==> src/rtl/alu_muldiv_seq_pkg.sv <==
// alu_muldiv_seq_pkg: shared widths, ALU command codes, mul/div op codes and FSM state type
package alu_muldiv_seq_pkg;
    localparam int WORD_LEN    = 32;
    localparam int EXE_CMD_LEN = 4;
    localparam int MD_ITER     = 32;

    localparam logic [EXE_CMD_LEN-1:0] EXE_ADD = 4'b0000;
    localparam logic [EXE_CMD_LEN-1:0] EXE_SUB = 4'b0010;
    localparam logic [EXE_CMD_LEN-1:0] EXE_AND = 4'b0100;
    localparam logic [EXE_CMD_LEN-1:0] EXE_OR  = 4'b0101;
    localparam logic [EXE_CMD_LEN-1:0] EXE_NOR = 4'b0110;
    localparam logic [EXE_CMD_LEN-1:0] EXE_XOR = 4'b0111;
    localparam logic [EXE_CMD_LEN-1:0] EXE_SLL = 4'b1000;
    localparam logic [EXE_CMD_LEN-1:0] EXE_SRA = 4'b1001;
    localparam logic [EXE_CMD_LEN-1:0] EXE_SRL = 4'b1010;

    localparam logic MD_OP_MULTU = 1'b0;
    localparam logic MD_OP_DIVU  = 1'b1;

    typedef enum logic [1:0] {
        MD_IDLE = 2'd0,
        MD_CALC = 2'd1,
        MD_DONE = 2'd2
    } md_state_t;
endpackage

==> src/rtl/alu_muldiv_seq_alu.sv <==
// alu_muldiv_seq_alu: EXE-stage combinational ALU
//   val1, val2 : operands
//   exe_cmd    : operation select (EXE_* codes)
//   alu_res    : result
module alu_muldiv_seq_alu
    import alu_muldiv_seq_pkg::*;
(
    input  logic [WORD_LEN-1:0]    val1,
    input  logic [WORD_LEN-1:0]    val2,
    input  logic [EXE_CMD_LEN-1:0] exe_cmd,
    output logic [WORD_LEN-1:0]    alu_res
);
    logic [$clog2(WORD_LEN)-1:0] sh;

    assign sh = val2[$clog2(WORD_LEN)-1:0];

    always_comb begin
        alu_res = '0;
        case (exe_cmd)
            EXE_ADD: alu_res = val1 + val2;
            EXE_SUB: alu_res = val1 - val2;
            EXE_AND: alu_res = val1 & val2;
            EXE_OR:  alu_res = val1 | val2;
            EXE_NOR: alu_res = ~(val1 | val2);
            EXE_XOR: alu_res = val1 ^ val2;
            EXE_SLL: alu_res = val1 << sh;
            EXE_SRA: alu_res = $signed(val1) >>> sh;
            EXE_SRL: alu_res = val1 >> sh;
            default: alu_res = '0;
        endcase
    end
endmodule

==> src/rtl/alu_muldiv_seq.sv <==
// alu_muldiv_seq: iterative MULTU/DIVU sequencer owning the HI/LO registers
//   clk, rst (async, active-low)
//   start, op (0 MULTU / 1 DIVU), src_a, src_b : operation request, sampled in IDLE
//   flush                                      : aborts an in-flight operation
//   wr_hi, wr_lo, wr_data                      : MTHI/MTLO writes, honoured in IDLE only
//   busy, done                                 : stall request / completion pulse
//   hi, lo                                     : architectural HI/LO
module alu_muldiv_seq
    import alu_muldiv_seq_pkg::*;
#(
    parameter int WORD_LEN = 32,
    parameter int ITER     = 32
) (
    input  logic                clk,
    input  logic                rst,
    input  logic                start,
    input  logic                op,
    input  logic [WORD_LEN-1:0] src_a,
    input  logic [WORD_LEN-1:0] src_b,
    input  logic                flush,
    input  logic                wr_hi,
    input  logic                wr_lo,
    input  logic [WORD_LEN-1:0] wr_data,
    output logic                busy,
    output logic                done,
    output logic [WORD_LEN-1:0] hi,
    output logic [WORD_LEN-1:0] lo
);
    localparam int CNT_W = $clog2(ITER);

    md_state_t                 state;
    logic [WORD_LEN-1:0]       acc, q, b, hi_q, lo_q;
    logic [WORD_LEN-1:0]       val1, val2, alu_res, shifted_lo;
    logic [EXE_CMD_LEN-1:0]    exe_cmd;
    logic [CNT_W-1:0]          cnt;
    logic                      op_q, carry, ge, commit;

    // Divide: low 32 bits of {rem, q[msb]}; bit 32 of that value is acc[msb].
    assign shifted_lo = {acc[WORD_LEN-2:0], q[WORD_LEN-1]};
    assign val1       = op_q ? shifted_lo : acc;
    assign val2       = (op_q | q[0]) ? b : '0;
    assign exe_cmd    = op_q ? EXE_SUB : EXE_ADD;
    assign carry      = q[0] & (alu_res < acc);
    assign ge         = acc[WORD_LEN-1] | (shifted_lo >= b);

    alu_muldiv_seq_alu u_alu (
        .val1    (val1),
        .val2    (val2),
        .exe_cmd (exe_cmd),
        .alu_res (alu_res)
    );

    // The working registers already hold the final result in DONE, so the
    // result is forwarded there and only written into HI/LO when DONE retires
    // unflushed; a flush in DONE therefore leaves the old values visible.
    assign commit = (state == MD_DONE) & ~flush;
    assign busy   = state != MD_IDLE;
    assign done   = commit;
    assign hi     = commit ? acc : hi_q;
    assign lo     = commit ? q : lo_q;

    always_ff @(posedge clk or negedge rst) begin
        if (!rst) begin
            state <= MD_IDLE;
            acc   <= '0;
            q     <= '0;
            b     <= '0;
            hi_q  <= '0;
            lo_q  <= '0;
            cnt   <= '0;
            op_q  <= MD_OP_MULTU;
        end else begin
            case (state)
                MD_IDLE: begin
                    if (start && !flush) begin
                        op_q <= op;
                        cnt  <= '0;
                        b    <= (op == MD_OP_DIVU) ? src_b : src_a;
                        if (op == MD_OP_DIVU && src_b == '0) begin
                            acc   <= src_a;
                            q     <= '1;
                            state <= MD_DONE;
                        end else begin
                            acc   <= '0;
                            q     <= (op == MD_OP_DIVU) ? src_a : src_b;
                            state <= MD_CALC;
                        end
                    end else if (!start) begin
                        if (wr_hi) hi_q <= wr_data;
                        if (wr_lo) lo_q <= wr_data;
                    end
                end
                MD_CALC: begin
                    if (flush) begin
                        state <= MD_IDLE;
                    end else begin
                        if (op_q == MD_OP_DIVU) begin
                            acc <= ge ? alu_res : shifted_lo;
                            q   <= {q[WORD_LEN-2:0], ge};
                        end else begin
                            acc <= {carry, alu_res[WORD_LEN-1:1]};
                            q   <= {alu_res[0], q[WORD_LEN-1:1]};
                        end
                        cnt <= cnt + 1'b1;
                        if (cnt == CNT_W'(ITER - 1)) state <= MD_DONE;
                    end
                end
                MD_DONE: begin
                    if (!flush) begin
                        hi_q <= acc;
                        lo_q <= q;
                    end
                    state <= MD_IDLE;
                end
                default: state <= MD_IDLE;
            endcase
        end
    end
endmodule

==> config.mk <==
export PLATFORM = sky130hd
export DESIGN_NAME = alu_muldiv_seq
export DESIGN_NICKNAME = d
export VERILOG_FILES = /design/src/rtl/alu_muldiv_seq_pkg.sv /design/src/rtl/alu_muldiv_seq_alu.sv /design/src/rtl/alu_muldiv_seq.sv
export SDC_FILE = /design/constraint.sdc
export NUM_CORES = 1
export LEC_CHECK = 0
export CAP_MARGIN = 20
export CORE_ASPECT_RATIO = 1.5
export CORE_MARGIN = 10
export CORE_UTILIZATION = 40
export CTS_BUF_LIST = sky130_fd_sc_hd__clkbuf_8
export CTS_CLUSTER_SIZE = 8
export DETAILED_ROUTE_END_ITERATION = 7
export SKIP_LAST_GASP = 1
export SLEW_MARGIN = 20
export SYNTH_ARGS = -nofsm -noshare
export SYNTH_HDL_FRONTEND = slang
export SYNTH_SLANG_ARGS = --single-unit
==> constraint.sdc <==
create_clock -name clk -period 7.4 [get_ports clk]
set_clock_uncertainty 0.05 [all_clocks]
set_input_delay 1.48 -clock clk [delete_from_list [all_inputs] [get_ports clk]]
set_output_delay 1.48 -clock clk [all_outputs]
set_load 0.03 [all_outputs]
==> metrics.yaml <==
clocking:
  hold_buffers: 0
  postCtsSetupBuffers: 0
  clock_latency_ns: 0.50
  cts_tree: "yes"
  cts.clk_slew.worst_paths_ns: 0.10
  post_cts_resize_count: 0
  clock_path_buffers: 2
  clockRootBuffer: "clkbuf_8"
  numCtsBuffers: 17
  h-tree-depth: 4
  cts.sinks: 168
cells_and_area:
  num-fill-cells: 3545
  fin_cells: 2362
  final_nets: 2078
  regArea_um2: 4210
  final_common_cell: "nand2_1"
  drive_gt1_share_pct: 9.96
  utilization_pct: 47.8
  layout_common_cells: "nand2_1, a21oi_1, dfrtp_1"
  multi_input_area_um2: 9480
  area_delta_synth_final_pct: 17.3
floorplan:
  core_area_um2: 35200
  design.die.area_um2: 44000
  pin_count: 169
  rows: 84
  die_y_um: 252
  die-width_um: 175
  initial_core_util_pct: 40.7
worst_setup_path:
  worstPathArrival_ns: 6.26
  cp.required_ns: 7.76
  critPathCaptureType: "flip-flop"
  start_kind: "flip-flop"
  path_max_fanout: 38
  critPathKind: "flip-flop to flip-flop"
global_route:
  grt_usage_pct: 22.7
  grt_pass1_vias: 13800
  grt_max_degree: 162
  antenna_found_initial: 2
  grt_pass1_wl_mm: 79.7
  overflow: 0
logic_synthesis:
  synthTopCellsByArea: "dfrtp_1, ha_1, mux2_2"
  yosysTopAreaCell: "dfrtp_1"
  yosysTopAreaCellShare_pct: 29.3
  async_flop_share_pct: 100
  yosysWarnings: 0
  synthCells: 1778
  synth.net_count: 1980
  synth_area_per_cell_um2: 8.07
  ys_ff_latch: 168
  synthDistinctLibCells: 74
  synthFlopType: "dfrtp_1"
  synth_edf_count: 0
  netlist_area_um2: 14300
  ys_seq_area_share_pct: 29.3
drt:
  viasPerCell: 5.86
  drcViolationCount: 0
  vias: 13800
  first_pass_iters: 5
  dr.first_iter.drc_count: 1213
  wl_per_cell_um: 21.6
  ant_nets: 0
  wirelength_mm: 50.9
power:
  p_per_area_nw_per_um2: 381
  p_leak_nw: 7.44
  power_mw: 6.40
  ir_drop_v: 0.000157
job:
  maxCapViolations: 0
sta:
  drv_slew: 0
  setup_viol: 0
  slew_headroom_pct: 35.5
  finalCriticalPeriod_ns: 5.90
  fin_crit_sh_pct: 79.7
  worst_pin_slew_ns: 0.968
  fin_setup_tns_ns: 0
  clock.fmax_mhz: 170
  rsz0062_at_grt: "no"
  final-hold-violation-count: 0
hold_path:
  hold_path_class: "flip-flop to flip-flop"
placed_design:
  dpl.hpwl_mm: 38.3
  placed_cells: 2330
  portBuffers: 168
  place_congestion: 0.905
outcome:
  status: "completed"
==> final timing paths <==
path	startpoint	to	slack, ns	cells after the start
worst max-delay path	q[0]$_DFFE_PN0P_	acc[31]$_DFFE_PN0P_	1.50	24
worst min-delay path	hi_q[11]$_DFFE_PN0P_	hi_q[11]$_DFFE_PN0P_	0.43	2
worst max register to register	q[0]$_DFFE_PN0P_	acc[31]$_DFFE_PN0P_	1.50	24
worst min register to register	hi_q[11]$_DFFE_PN0P_	hi_q[11]$_DFFE_PN0P_	0.43	2
max in group asynchronous	rst	lo_q[30]$_DFFE_PN0P_	5.10	2
min in group asynchronous	rst	hi_q[10]$_DFFE_PN0P_	0.87	1
==> where the power goes <==
group | internal [mW] | switching [mW]
combinational | 1.67 | 2.52
sequential | 1.15 | 0.395
clock | 0.290 | 0.378
total | 3.11 | 3.29
==> state kept, by name (all words and copies together), names as in the netlist <==
signal,count
q,32
lo_q,32
acc,32
state,2
b,32
cnt,5
op_q,1
hi_q,32
==> worst max-delay path: stages (launching register included) <==
cell and delay (ns):
dfrtp_1 0.35, buf_4 0.39, nor2_1 0.09, buf_4 0.18
a21oi_1 0.56, nor2_1 0.22, o21a_1 0.23, a41o_1 0.26
a21oi_1 0.24, ha_1 0.35, a21o_1 0.20, a21o_1 0.19
a31o_2 0.23, or3_1 0.30, o21ai_1 0.31, o21bai_1 0.16
xor2_1 0.28, ha_1 0.31, a21oi_1 0.15, nor2b_1 0.06
o21ai_0 0.15, a21oi_1 0.09, a21oi_1 0.17, a221oi_2 0.05
o31ai_1 0.23
==> per-layer routing <==
layer,vias up,part of all wire (%),track usage (%)
li1,6640,-,-
met1,6687,42,28.1
met2,428,49,38.3
met3,91,5.1,3.96
met4,2,3.8,9.30
met5,-,0.016,0
==> kinds of logic (layout without fill, tap and decap cells) <==
group / count (synthesis) / after routing / share of synthesized area, %
simple gates: 533 / 533 / 16.7
compound gates: 576 / 576 / 24.8
flops: 168 / 168 / 29.3
mux: 180 / 180 / 13.4
xor+xnor: 32 / 32 / 1.95
fa+ha+maj: 99 / 99 / 8.69
buf+inv: 190 / 300 / 5.08
other cells: 0 / 1 / 0
==> cells in the mapped netlist (all sizes together), types with 5 or more instances <==
library cell and n:
nor4 12, nand2 268, nand4 17, dfrtp 168, a21o 27, mux2 100
xor2 17, nor2 115, nor3 13, a31oi 15, o211ai 19, a211o 5
nand3 13, nor2b 37, o21a 9, o311ai 35, nand2b 11, a221oi 6
and3 13, a21oi 207, and2 6, a211oi 13, o21ai 163, o31ai 12
a22oi 18, mux2i 80, ha 98, inv 79, or3 11, buf 16
clkbuf 95, xnor2 15
==> per-stage QoR <==
step,worst slack (ns),hold slack (ns),instance area (um2)
final,1.50,0.434,16800
after CTS,1.54,0.439,16800
after detailed placement,1.58,0.417,16400
after global routing,0.970,0.461,16800
after global placement,1.62,0.409,16400
after floorplan,2.00,0.396,14300
==> area by class of cell <==
| class | instances | share of cell area, % |
|---|---|---|
| Antenna cell | 1 | 0.0149 |
| Clock buffer | 20 | 1.64 |
| Clock inverter | 11 | 0.573 |
| Inverter | 79 | 1.76 |
| Multi-Input combinational cell | 1420 | 56.4 |
| Sequential cell | 168 | 25.0 |
| Tap cell | 473 | 3.52 |
| Timing Repair Buffer | 190 | 11.1 |
No activity file was read; power rests on OpenSTA's default activity.
